## config.mk

```make
export PLATFORM = sky130hd
export DESIGN_NAME = if_fetch_stage_flat
export DESIGN_NICKNAME = d
export VERILOG_FILES = /design/src/rtl/if_fetch_stage_if.sv /design/src/rtl/if_fetch_stage.sv /design/src/flat_wrapper.sv
export SDC_FILE = /design/constraint.sdc
export NUM_CORES = 1
export LEC_CHECK = 0
export BUFFER_PORTS_ARGS = -buffer_cell sky130_fd_sc_hd__clkbuf_2
export CAP_MARGIN = 20
export CORE_ASPECT_RATIO = 0.6
export CORE_MARGIN = 2
export CORE_UTILIZATION = 50
export DETAILED_ROUTE_END_ITERATION = 12
export PLACE_DENSITY = 0.86
export SYNTH_ARGS = -nofsm -noshare
export SYNTH_HDL_FRONTEND = slang
export SYNTH_SLANG_ARGS = --single-unit
```

## constraint.sdc

```tcl
create_clock -name clk -period 7.75 [get_ports clk]
set_input_delay 1.55 -clock clk [delete_from_list [all_inputs] [get_ports clk]]
set_output_delay 1.55 -clock clk [all_outputs]
set_load 0.1 [all_outputs]
```

## src/rtl/if_fetch_stage_if.sv

```systemverilog
// rtl/if_fetch_stage_if.sv - instruction-memory request/response bundle between fetch stage and imem
interface if_fetch_stage_if;
   logic        req;
   logic [31:0] addr;
   logic        ready;
   logic [31:0] rdata;

   modport master (output req, output addr, input ready, input rdata);
   modport slave  (input req, input addr, output ready, output rdata);
endinterface

```

## src/rtl/if_fetch_stage.sv

```systemverilog
// rtl/if_fetch_stage.sv - instruction fetch stage with IF/ID register, one-word hold buffer and branch redirect
// Optional stall-cycle counter port enabled by macro IF_STALL_COUNT_EN.
module if_fetch_stage #(
   parameter logic [31:0] RESET_PC = 32'h0000_0000
) (
   input  logic                clk,
   input  logic                rst,
   input  logic                Freeze,
   input  logic                Branch_taken,
   input  logic [31:0]         Branch_address,
   if_fetch_stage_if.master    imem,
   output logic [31:0]         PC_out,
   output logic [31:0]         instruction_out,
   output logic                valid_out
`ifdef IF_STALL_COUNT_EN
   ,
   output logic [31:0]         stall_count
`endif
);

   typedef enum logic {FETCH = 1'b0, HOLD = 1'b1} state_t;

   state_t      state;
   logic        req_q;
   logic [31:0] pc;
   logic [31:0] pc_plus4;
   logic [31:0] hold_pc;
   logic [31:0] hold_instr;

   assign pc_plus4  = pc + 32'd4;
   assign imem.addr = pc;
   assign imem.req  = req_q;

   always_ff @(posedge clk) begin
      if (rst) begin
         state           <= FETCH;
         req_q           <= 1'b1;
         pc              <= RESET_PC;
         hold_pc         <= 32'd0;
         hold_instr      <= 32'd0;
         PC_out          <= 32'd0;
         instruction_out <= 32'd0;
         valid_out       <= 1'b0;
      end else if (Branch_taken) begin
         // Redirect wins over everything: any word accepted this cycle and the held word are dropped.
         state           <= FETCH;
         req_q           <= 1'b1;
         pc              <= Branch_address;
         hold_pc         <= 32'd0;
         hold_instr      <= 32'd0;
         instruction_out <= 32'd0;
         valid_out       <= 1'b0;
      end else begin
         case (state)
            FETCH: begin
               if (imem.ready) begin
                  pc <= pc_plus4;
                  if (Freeze) begin
                     // Memory already returned the word; park it so the request is not repeated.
                     hold_pc    <= pc_plus4;
                     hold_instr <= imem.rdata;
                     state      <= HOLD;
                     req_q      <= 1'b0;
                  end else begin
                     PC_out          <= pc_plus4;
                     instruction_out <= imem.rdata;
                     valid_out       <= 1'b1;
                  end
               end else if (!Freeze) begin
                  instruction_out <= 32'd0;
                  valid_out       <= 1'b0;
               end
            end
            HOLD: begin
               if (!Freeze) begin
                  PC_out          <= hold_pc;
                  instruction_out <= hold_instr;
                  valid_out       <= 1'b1;
                  state           <= FETCH;
                  req_q           <= 1'b1;
               end
            end
            default: begin
               state <= FETCH;
               req_q <= 1'b1;
            end
         endcase
      end
   end

`ifdef IF_STALL_COUNT_EN
   always_ff @(posedge clk) begin
      if (rst) begin
         stall_count <= 32'd0;
      end else if ((Freeze || (state == FETCH && !imem.ready)) && stall_count != 32'hFFFF_FFFF) begin
         stall_count <= stall_count + 32'd1;
      end
   end
`endif

endmodule

```

## src/flat_wrapper.sv

```systemverilog
// flat-port wrapper written by rule: the top's interface ports become plain ports
module if_fetch_stage_flat 
#(
   parameter logic [31:0] RESET_PC = 32'h0000_0000
)
  (clk, rst, Freeze, Branch_taken, Branch_address, PC_out, instruction_out, valid_out, imem_req, imem_addr, imem_ready, imem_rdata);
  if_fetch_stage_if imem_i ();
  input  logic clk;
  input  logic rst;
  input  logic Freeze;
  input  logic Branch_taken;
  input  logic [31:0] Branch_address;
  output logic [31:0] PC_out;
  output logic [31:0] instruction_out;
  output logic valid_out;
  output wire logic [$bits(imem_i.req)-1:0] imem_req;
  output wire logic [$bits(imem_i.addr)-1:0] imem_addr;
  input wire logic [$bits(imem_i.ready)-1:0] imem_ready;
  input wire logic [$bits(imem_i.rdata)-1:0] imem_rdata;
  assign imem_req = imem_i.req;
  assign imem_addr = imem_i.addr;
  assign imem_i.ready = imem_ready;
  assign imem_i.rdata = imem_rdata;
  if_fetch_stage #(.RESET_PC(RESET_PC)) u_core (.clk(clk), .rst(rst), .Freeze(Freeze), .Branch_taken(Branch_taken), .Branch_address(Branch_address), .imem(imem_i), .PC_out(PC_out), .instruction_out(instruction_out), .valid_out(valid_out));
endmodule
```

-- Word level (Yosys, flattened, before mapping)
Index checks and enable logic that the tools add are counted.
- add/subtract/negate cells: 1
- eq/ne operators: 6
- multiplexer cells: 23
- bitwise gates (word level): 2
- reductions and logical operators: 7
- operators with widths (cell ; number):
    32-bit 2-to-1 mux ; 10
    32-bit case mux with 2 select lines ; 2
    32-bit by 3-bit adder with 32-bit output, second input constant ; 1
    2-bit inequality test, second input constant ; 5
    1-bit 2-to-1 mux ; 8
    1-bit case mux with 2 select lines ; 3
    3-bit AND reduction ; 2
    2-bit AND reduction ; 2
    4-bit AND reduction ; 1
    3-bit inequality test, second input constant ; 1
    1-bit NOT ; 2
    2-bit nonzero test ; 1
    2-bit OR reduction ; 1
- register bits: 163
- input port bits: 69
- output and inout port bits: 98

-- Logic depth before layout (Yosys ltp)
Gate-level depths: netlist (run 1).
- depth in word-level cells: 4
- mapped depth: 11
- mapped depth without buffers: 7

-- Worst setup path before layout (run 1)
Ideal clock, no wire load.
- path kind: input to register
- from: input port Freeze
- to: register u_core.PC_out[31]
- data arrival time: 2.975 ns
- data required time: 7.680 ns
- path slack: 4.705 ns
- cell stages on the path: 7
- path buffers: 1
- cells stage by stage: ha_1 > nor3_1 > o21ai_0 > nor2_1 > clkbuf_1 > o21ai_0 > a21oi_1
- cells in the longest elaborated chain, start to end: 2
- ends and longest elaborated chain (item ; RTL line ; source):
    start, declared ; flat_wrapper.sv:10 ; input logic Freeze;
    2-bit inequality test (no line) ; -- ;
    4-bit AND reduction (no line) (*) ; -- ;
    end signal, assigned ; if_fetch_stage.sv:65 ; PC_out <= pc_plus4;
    end signal, assigned ; if_fetch_stage.sv:76 ; PC_out <= hold_pc;
    end, declared ; if_fetch_stage.sv:12 ; output logic [31:0] PC_out,
Mark *: on every way between the ends. The rest lies on a longest branch, timed or not.
A chain may end at the register's enable or synchronous reset.

-- Worst setup path in the final report (run 1)
- from: input port Freeze
- to: register u_core.PC_out[21]
Same word-level chain as after synthesis.

==> out/metrics.yaml, run 1 <==
global_routing:
  grtUsageTotal_pct: 26.27
  grt_max_degree: 84
  grt-ovfl-total: 0
  grt_pass1_wl_um: 33710
  grt_pass1_vias: 6523
  antenna_found_initial: 0
pwr:
  power_leakage_nw: 3.458
  p_int_w: 0.001428
  swShare_pct: 32.74
  power_frac_comb_pct: 17.8
  powerDensity_nw_per_um2: 240.9
  power.share.clock_pct: 39.4
  p_seq_share_pct: 42.8
  ir_drop_v: 0.0001476
  p_sw_w: 0.0006952
synthesis:
  postSynthCellCount: 906
  synth_top_cell_area_share_pct: 43.80
  synth_edf_count: 0
  synth_cell_types: 54
  syn_area_per_cell_sq_um: 8.223
  syn-num-nets: 978
  ys_ff_latch: 163
  seq_area_frac_synth_pct: 43.80
  synth_area_leaders: "dfxtp_1 (44%), a211oi_1 (7.1%), a21oi_1 (6.7%)"
  synth_top_area_cell: "dfxtp_1"
  yosysWarnings: 0
  ys.flop_type: "dfxtp_1"
  async_reset_ff_share_pct: 0
  synthesis.area_sq_um: 7450
floorplan:
  core_sq_um: 14510
  boundaryPins: 167
  dieWidth_um: 161.6
  die_y_um: 98.55
  rows: 34
  die-area_sq_um: 15920
  start_util_pct: 51.35
setup_path:
  r2r_start: "u_core.state"
  cp-end-kind: "register"
  cp.arrival_ns: 4.19
  startpoint_type: "input pin"
  critPathKind: "in -> reg"
  r2r_cells: 9
  required_ns: 8.07
  r2r_slack_ns: 4.44
  cp_max_fo: 29
  rr_endpoint: "u_core.PC_out[21]"
layout:
  layout_common_cells: "clkbuf_2 (166), dfxtp_1 (162), nand2_1 (116), nor2_1 (101), a21oi_1 (100)"
  multi_input_area_sq_um: 3781
  drive_above_1_share_pct: 22.82
  fill_cells: 1286
  layout.cells.non_filler: 1232
  antennaDiodeCount: 0
  area_growth_pct: 18.29
  seq_area_sq_um: 3264
  final_common_cell: "clkbuf_2"
  nets: 1093
route:
  drcViolationCount: 0
  wl_per_cell_um: 17.20
  drt_iter0_drc: 684
  first_pass_iters: 5
  drtAntennaViolNets: 0
  vias_per_cell: 5.854
  wl_um: 21190
  via_count: 7212
hold_path:
  min_path_cells: 2
  worstHoldEndpoint: "u_core.hold_instr[23]"
  hold_start: "u_core.hold_instr[23]"
  holdCritPathClass: "reg -> reg"
clock_tree:
  clock-sinks: 163
  cts_tree: "done"
  cts_root_buf: "clkbuf_16"
  clock_latency_ns: 0.42
  clk_pin_slew_ns: 0.06
  cts_setup_buffers: 0
  cts_max_path_buffers: 2
  cts_buffers: 17
  cts_resized: 0
  cts-htree-levels: 4
  hold_buffers: 0
sta:
  slew_viol_final: 0
  fmax_ghz: 0.2590
  fin_crit_ns: 3.861
  fin_tns_setup_ns: 0
  slew-limit-headroom_pct: 30.19
  skew_ns: 0.01143
  rsz0062_at_grt: "false"
  period_share_pct: 49.81
  setup_violations: 0
  tightest_slew_ns: 1.043
  hold_viol_final: 0
place:
  placedCellCount: 1200
  io_buffer_count: 166
  place_congestion: 0.9230
  dpl.hpwl_um: 13840
run_status:
  status: "complete, no violations"
run:
  cap_violations: 0
[metrics by stage]
| stage | hold slack (ns) | utilization [%] | power (W) | setup WS, ns | area [sq um] |
|---|---|---|---|---|---|
| floorplan | 0.4360 | - | 0.001221 | 4.705 | 7450 |
| detailed placement | 0.4465 | 56.73 | 0.001300 | 3.542 | 8229 |
| global placement | 0.4417 | 56.73 | 0.001294 | 3.642 | 8229 |
| CTS | 0.4552 | 60.75 | 0.002128 | 3.968 | 8812 |
| finish | 0.4534 | 60.75 | 0.002123 | 3.889 | 8812 |
| global route | 0.4743 | 60.75 | 0.002195 | 3.732 | 8812 |
[state kept, by name, summed over array words and instances, names as in the netlist]
signal / count
u_core.valid_out: 1
u_core.imem.addr: 32
u_core.instruction_out: 32
u_core.PC_out: 32
u_core.state: 1
u_core.hold_pc: 32
u_core.hold_instr: 32
u_core.imem.req: 1
[layout make-up]
cell class / instances / share of cell area, %
well taps: 198 / 2.811
repair buffers: 177 / 10.36
clock inverters: 15 / 1.789
multi-input cells: 656 / 42.91
inverters: 6 / 0.2556
clock buffers: 17 / 4.827
flip-flops and latches: 163 / 37.04
[cell families (layout without fill, tap and decap cells)]
group           after synthesis  in the layout  synth area share, %
compound gates              238            238                19.89
xor+xnor                     49             49                5.761
buf+inv                      87            215                5.677
mux                           7              7               0.9406
simple gates                359            359                23.43
flops                       163            163                43.80
fa+ha+maj                     3              3               0.5039
[Yosys cell counts (all sizes together), types with 18 or more instances]
master / n
a211oi: 71
a21oi: 100
and3: 40
buf: 18
clkbuf: 62
dfxtp: 163
nand2: 120
nand3: 19
nor2: 102
nor3: 25
o21ai: 32
xnor2: 34
[power by group through the flow]
stage	combinational [W]	clock, W	sequential, W
finish	0.000378	0.000837	0.000908
global placement	0.000371	0	0.000924
detailed placement	0.000375	0	0.000925
CTS	0.000377	0.000844	0.000907
global route	0.000399	0.000884	0.000912
floorplan	0.000132	0	0.00109
[per-layer routing]
layer / routed length (um) / GRT usage, % / up-vias
met5: 0 / 0 / -
met4: 291 / 6.662 / 0
met3: 2126 / 6.860 / 34
met2: 9054 / 39.12 / 360
met1: 9720 / 37.91 / 3365
li1: - / - / 3453
[worst max-delay path, stage by stage]
cell      delay, ns
clkbuf_2       0.13
ha_1           0.25
nor3_1         0.21
buf_4          0.25
o21ai_2        0.07
buf_4          0.25
nor2_1         0.79
nand2_1        0.38
o221ai_1       0.28
[worst max path at each step]
stage | startpoint | endpoint | slack [ns] | depth (start not counted)
4_1_cts | Freeze | u_core.PC_out[21] | 3.97 | 9
5_1_grt | Freeze | u_core.PC_out[25] | 3.73 | 9
3_3_place_gp | Freeze | u_core.PC_out[21] | 3.64 | 9
6_report | Freeze | u_core.PC_out[21] | 3.89 | 9
3_5_place_dp | Freeze | u_core.PC_out[21] | 3.54 | 9
2_1_floorplan | Freeze | u_core.PC_out[31] | 4.70 | 7
(Power assumes the default switching activity.)
==> run 2, diff against run 1 <==
clock period = 3.9 ns   (was 7.75 ns; I/O delays follow)
==> out/metrics.yaml, run 2 (synthesis results as in run 1) <==
clock_tree:
  hold_buffers: 0  # unchanged
  cts_buffers: 17  # unchanged
  cts-htree-levels: 4  # unchanged
  clock-sinks: 163  # unchanged
  cts_resized: 0  # unchanged
  cts_max_path_buffers: 2  # unchanged
  clock_latency_ns: 0.42  # about the same
  cts_tree: "done"  # unchanged
  clk_pin_slew_ns: 0.07  # was 0.06 ns
  cts_root_buf: "clkbuf_16"  # unchanged
  cts_setup_buffers: 0  # unchanged
layout:
  final_common_cell: "clkbuf_2"  # unchanged
  antennaDiodeCount: 0  # unchanged
  layout.cells.non_filler: 1234  # was 1232
  area_growth_pct: 19.01  # was 18.29%
  layout_common_cells: "clkbuf_2 (166), dfxtp_1 (162), nand2_1 (116), nor2_1 (101), a21oi_1 (100)"  # unchanged
  drive_above_1_share_pct: 22.88  # was 22.82%
  nets: 1095  # was 1093
  post-route-util_pct: 61.12  # was 60.75%
setup_path:
  rr_endpoint: "u_core.PC_out[21]"  # unchanged
  crit_top_cell: "buf_4"  # unchanged
  r2r_slack_ns: 1.19  # was 4.44 ns
  cp-end-kind: "register"  # unchanged
  startpoint_type: "register"  # was input pin
  r2r_start: "u_core.state"  # unchanged
  required_ns: 4.24  # was 8.07 ns
  cp_max_fo: 29  # unchanged
  r2r_cells: 10  # was 9
  cp.arrival_ns: 3.05  # was 4.19 ns
  critPathBufInv: 4  # was 3
  path_cells: "inv_1, ha_1, nor3_1, buf_4, o21ai_2, buf_4, nor2_1, buf_4, nand2_1, o221ai_1"  # was clkbuf_2, ha_1, nor3_1, buf_4, o21ai_2, buf_4, nor2_1, nand2_1, o221ai_1
  worstSetupStartpoint: "u_core.state"  # was Freeze
  crit_family: "buffers and inverters"  # was simple AND/OR/NAND/NOR gates
  crit_path_max_incr_delay_ns: 0.70  # was 0.79 ns
  slowest_stage: "dfxtp_2"  # was nor2_1
  critPathKind: "reg -> reg"  # was in -> reg
place:
  dpl.hpwl_um: 14070  # was 13840 um
  placedCellCount: 1202  # was 1200
  io_buffer_count: 166  # unchanged
  pre_cts_slack_ns: 1.097  # was 3.542 ns
  place_congestion: 0.9661  # was 0.9230
global_routing:
  grtUsageTotal_pct: 26.07  # was 26.27%
  grt_pass1_wl_um: 33530  # was 33710 um
  grt_pass1_vias: 6629  # was 6523
  grt-ovfl-total: 0  # unchanged
  antenna_found_initial: 0  # unchanged
  grt_max_degree: 65  # was 84
route:
  via_count: 7148  # was 7212
  first_pass_iters: 5  # unchanged
  drcViolationCount: 0  # unchanged
  drtAntennaViolNets: 0  # unchanged
  wl_per_cell_um: 16.80  # was 17.20 um
  wl_um: 20730  # was 21190 um
  vias_per_cell: 5.793  # was 5.854
  drt_iter0_drc: 726  # was 684
run:
  cap_violations: 0  # unchanged
hold_path:
  worstHoldEndpoint: "u_core.hold_instr[26]"  # was u_core.hold_instr[23]
  holdCritPathClass: "reg -> reg"  # unchanged
  min_path_cells: 2  # unchanged
  hold_start: "u_core.hold_instr[26]"  # was u_core.hold_instr[23]
sta:
  fin_crit_ns: 2.715
  rsz0062_at_grt: "false"  # unchanged
  slew_viol_final: 0  # unchanged
  fin_tns_setup_ns: 0  # unchanged
  fmax_ghz: 0.3684
  fin_hold_ws_ns: 0.4566  # was 0.4534 ns
  period_share_pct: 69.61
  hold_viol_final: 0  # unchanged
  skew_ns: 0.01534  # was 0.01143 ns
  tightest_slew_ns: 1.151  # was 1.043 ns
  slew-limit-headroom_pct: 22.95  # was 30.19%
  setup_violations: 0  # unchanged
  layout_setup_ws_ns: 1.185  # was 3.889 ns
pwr:
  p_seq_share_pct: 42.6  # was 42.8%
  powerDensity_nw_per_um2: 478.7  # was 240.9 nW/um^2
  p_int_w: 0.002865  # was 0.001428 W
  swShare_pct: 32.50  # was 32.74%
  p_sw_w: 0.001379  # was 0.0006952 W
  power_leakage_nw: 3.479  # was 3.458 nW
  power_frac_comb_pct: 17.7  # was 17.8%
  power.share.clock_pct: 39.8  # was 39.4%
  ir_drop_v: 0.0002677  # was 0.0001476 V
floorplan:
  start_util_pct: 51.35  # unchanged
  die-area_sq_um: 15920  # unchanged
  boundaryPins: 167  # unchanged
  die_y_um: 98.55  # unchanged
  rows: 34  # unchanged
  core_sq_um: 14510  # unchanged
  dieWidth_um: 161.6  # unchanged
run_status:
  status: "complete, no violations"  # unchanged
[run 2: cell types whose count changed in the layout (fill, tap and decap cells not counted), sizes merged]
cell    delta
buf        +2
inv        -1
clkbuf     +2
clkinv     -1
[run 2: worst max path at each step]
| stage | endpoint | slack [ns] | cells after the start |
|---|---|---|---|
| after floorplan | u_core.imem.addr[28] | 1.06 | 6 |
| after global placement | u_core.PC_out[21] | 1.13 | 10 |
| after detailed placement | u_core.PC_out[21] | 1.10 | 10 |
| after CTS | u_core.PC_out[21] | 1.21 | 10 |
| after global routing | u_core.PC_out[21] | 1.01 | 10 |
| final | u_core.PC_out[21] | 1.19 | 10 |
[run 2: routing by layer]
layer / track usage (%) / vias to the layer above / routed length (um)
met4: 7.555 / 0 / 289
met2: 38.30 / 338 / 8814
met1: 37.07 / 3346 / 9435
met3: 7.786 / 24 / 2193
met5: 0 / - / 0
li1: - / 3440 / -
[run 2: cell type report]
class	count	area, sq um
multi-input cells	656	3781
flip-flops and latches	163	3264
clock inverters	13	153.9
repair buffers	179	953.4
inverters	6	22.52
clock buffers	19	442.9
fillers	1269	5640
well taps	198	247.7
[run 2: worst register-to-register path, cell delays in order (launching register included)]
cell and delay (ns):
dfxtp_2 0.70, inv_1 0.14, ha_1 0.26, nor3_1 0.15
buf_4 0.24, o21ai_2 0.07, buf_4 0.25, nor2_1 0.13
buf_4 0.22, nand2_1 0.22, o221ai_1 0.26
[run 2: power groups by stage]
stage / Sequential (W) / Clock, W / Combinational [W]
floorplan: 0.00216 / 0 / 0.000262
global placement: 0.00184 / 0 / 0.000738
detailed placement: 0.00184 / 0 / 0.000746
CTS: 0.00180 / 0.00171 / 0.000748
global route: 0.00181 / 0.00178 / 0.000793
finish: 0.00181 / 0.00169 / 0.000749
[run 2: stage by stage]
stage               total power, W  area (sq um)
global route              0.004384          8866
floorplan                 0.002426          7450
finish                    0.004244          8866
global placement          0.002577          8269
CTS                       0.004260          8866
detailed placement        0.002587          8269
==> run 3, diff against run 2 <==
CORE_UTILIZATION = 49   (was 50)
PLACE_DENSITY = 0.87   (was 0.86)
clock period = 2.4 ns   (was 3.9 ns; I/O delays follow)
==> out/metrics.yaml, run 3 (synthesis results as in run 1) <==
clock_tree:
  cts_max_path_buffers: 2  # unchanged
  cts_buffers: 17  # unchanged
  cts_setup_buffers: 0  # unchanged
  clock_latency_ns: 0.41  # was 0.42 ns
  clk_pin_slew_ns: 0.07  # about the same
  clock-sinks: 163  # unchanged
  cts_resized: 0  # unchanged
  cts-htree-levels: 4  # unchanged
  hold_buffers: 0  # unchanged
  cts_root_buf: "clkbuf_16"  # unchanged
  cts_tree: "done"  # unchanged
setup_path:
  crit_family: "compound AO/OA/AOI/OAI gates"  # was buffers and inverters
  r2r_slack_ns: 0.19  # was 1.19 ns
  crit_path_max_incr_delay_ns: 0.42  # was 0.70 ns
  startpoint_type: "register"  # unchanged
  required_ns: 2.75  # was 4.24 ns
  cp_max_fo: 10  # was 29
  r2r_cells: 7  # was 10
  cp.arrival_ns: 2.56  # was 3.05 ns
  critPathBufInv: 2  # was 4
  cp-end-kind: "register"  # unchanged
  path_cells: "inv_1, ha_1, nor3_1, o21ai_2, buf_4, a2111oi_0, a31o_2"  # was inv_1, ha_1, nor3_1, buf_4, o21ai_2, buf_4, nor2_1, buf_4, nand2_1, o221ai_1
  critPathKind: "reg -> reg"  # unchanged
  slowest_stage: "a2111oi_0"  # was dfxtp_2
  path_depth: 7  # was 10
hold_path:
  min_path_cells: 3  # was 2
  holdCritPathClass: "in -> reg"  # was reg -> reg
global_routing:
  grtUsageTotal_pct: 25.49  # was 26.07%
  grt-ovfl-total: 0  # unchanged
  use_met2_pct: 38.30  # about the same
  grt_pass1_wl_um: 33240  # was 33530 um
  grt_busiest_layer: "met2"  # unchanged
  grt_util_met1_pct: 36.76  # was 37.07%
  use_met3_pct: 5.505  # was 7.786%
  grt_pass1_vias: 6667  # was 6629
  grt_max_degree: 65  # unchanged
  antenna_found_initial: 0  # unchanged
layout:
  nets: 1115  # was 1095
  final_common_cell: "clkbuf_2"  # unchanged
  design_area_sq_um: 8991  # was 8866 sq um
  area_growth_pct: 20.69  # was 19.01%
  antennaDiodeCount: 0  # unchanged
  layout_common_cells: "clkbuf_2 (166), dfxtp_1 (141), nand2_1 (116), nor2_1 (101), a21oi_1 (100)"  # was clkbuf_2 (166), dfxtp_1 (162), nand2_1 (116), nor2_1 (101), a21oi_1 (100)
  drive_above_1_share_pct: 26.33  # was 22.88%
floorplan:
  boundaryPins: 167  # unchanged
  core_sq_um: 14680  # was 14510 sq um
  die-area_sq_um: 16240  # was 15920 sq um
  dieWidth_um: 163.2  # was 161.6 um
  start_util_pct: 50.76  # was 51.35%
  die_y_um: 99.51  # was 98.55 um
  rows: 34  # unchanged
place:
  dpl.hpwl_um: 14490  # was 14070 um
  place_congestion: 0.9566  # was 0.9661
  io_buffer_count: 166  # unchanged
  place_area_sq_um: 8451  # was 8269 sq um
route:
  first_pass_iters: 6  # was 5
  wl_um: 20850  # was 20730 um
  drcViolationCount: 0  # unchanged
  wl_per_cell_um: 16.63  # was 16.80 um
  drtAntennaViolNets: 0  # unchanged
  via_count: 7266  # was 7148
  vias_per_cell: 5.794  # was 5.793
  drt_iter0_drc: 818  # was 726
pwr:
  powerDensity_nw_per_um2: 745.2  # was 478.7 nW/um^2
  power_leakage_nw: 3.562  # was 3.479 nW
  ir_drop_v: 0.0004426  # was 0.0002677 V
sta:
  fin_crit_ns: 2.209  # was 2.715 ns
  fin_tns_setup_ns: 0  # unchanged
  hold_viol_final: 0  # unchanged
  setup_violations: 0  # unchanged
  fmax_ghz: 0.4527  # was 0.3684 GHz
  rsz0062_at_grt: "false"  # unchanged
  tightest_slew_ns: 0.6492  # was 1.151 ns
  slew-limit-headroom_pct: 56.72  # was 22.95%
  slew_viol_final: 0  # unchanged
  period_share_pct: 92.04  # was 69.61%
  skew_ns: 0.01446  # was 0.01534 ns
run_status:
  status: "complete, no violations"  # unchanged
run:
  cap_violations: 0  # unchanged
==> run 3: cell count changes in the layout (fill, tap and decap cells not counted) <==
cell,delta
dfxtp_4,+2
dfxtp_2,+19
clkinvlp_4,+1
inv_6,+4
inv_4,+1
dfxtp_1,-21
clkinv_4,-5
bufinv_16,-2
buf_4,+20
inv_8,-1
clkinv_2,+2
==> run 3: routing by layer <==
layer  up-vias  part of all wire (%)
li1       3494                     -
met1      3374                    46
met2       363                    42
met3        35                   9.8
met4         0                   1.7
met5         -                     0
==> run 3: path summary, 6_finish.rpt <==
path	startpoint	endpoint
worst max-delay path	u_core.state	u_core.PC_out[9]
worst min-delay path	Branch_address[14]	u_core.imem.addr[14]
worst max register to register	u_core.state	u_core.PC_out[9]
worst min register to register	u_core.hold_instr[0]	u_core.hold_instr[0]
==> run 3: report_power, final <==
part           switching [W]  leakage, nW  total, W  internal, W
Clock                0.00115        0.254   0.00251      0.00137
Sequential          0.000116         1.34   0.00293      0.00282
Combinational       0.000971         1.97   0.00125     0.000280
Total                0.00224         3.56   0.00670      0.00446
==> run 3: cell type report <==
cell class                      instances  area (sq um)
Sequential cell                       163          3296
Fill cell                            1308          5685
Tap cell                              198         247.7
Timing Repair Buffer                  199          1104
Multi-Input combinational cell        656          3781
Clock inverter                         13         97.59
Inverter                                6         22.52
Clock buffer                           19         442.9
==> run 3: worst register-to-register path, delay by kind of cell, from the launching register on <==
family | cells | cell delay [ns]
AO/OA/AOI/OAI | 3 | 0.85
AND/OR/NAND/NOR | 1 | 0.40
flip-flops | 1 | 0.38
buffers and inverters | 2 | 0.30
adder cells (fa/ha/maj) | 1 | 0.22
==> run 3: per-stage QoR <==
stage	setup slack [ns]	cells	hold slack (ns)	total power, W	utilization, %
6_report	0.1910	1254	0.2934	0.006700	61.26
3_3_place_gp	0.1446	1222	0.4414	0.004215	57.58
4_1_cts	0.2094	1254	0.2816	0.006721	61.26
5_1_grt	0.04261	1254	0.2936	0.006943	61.26
2_1_floorplan	0.005663	906	0.4360	0.003948	-
3_5_place_dp	-0.08114	1222	0.4468	0.004232	57.58
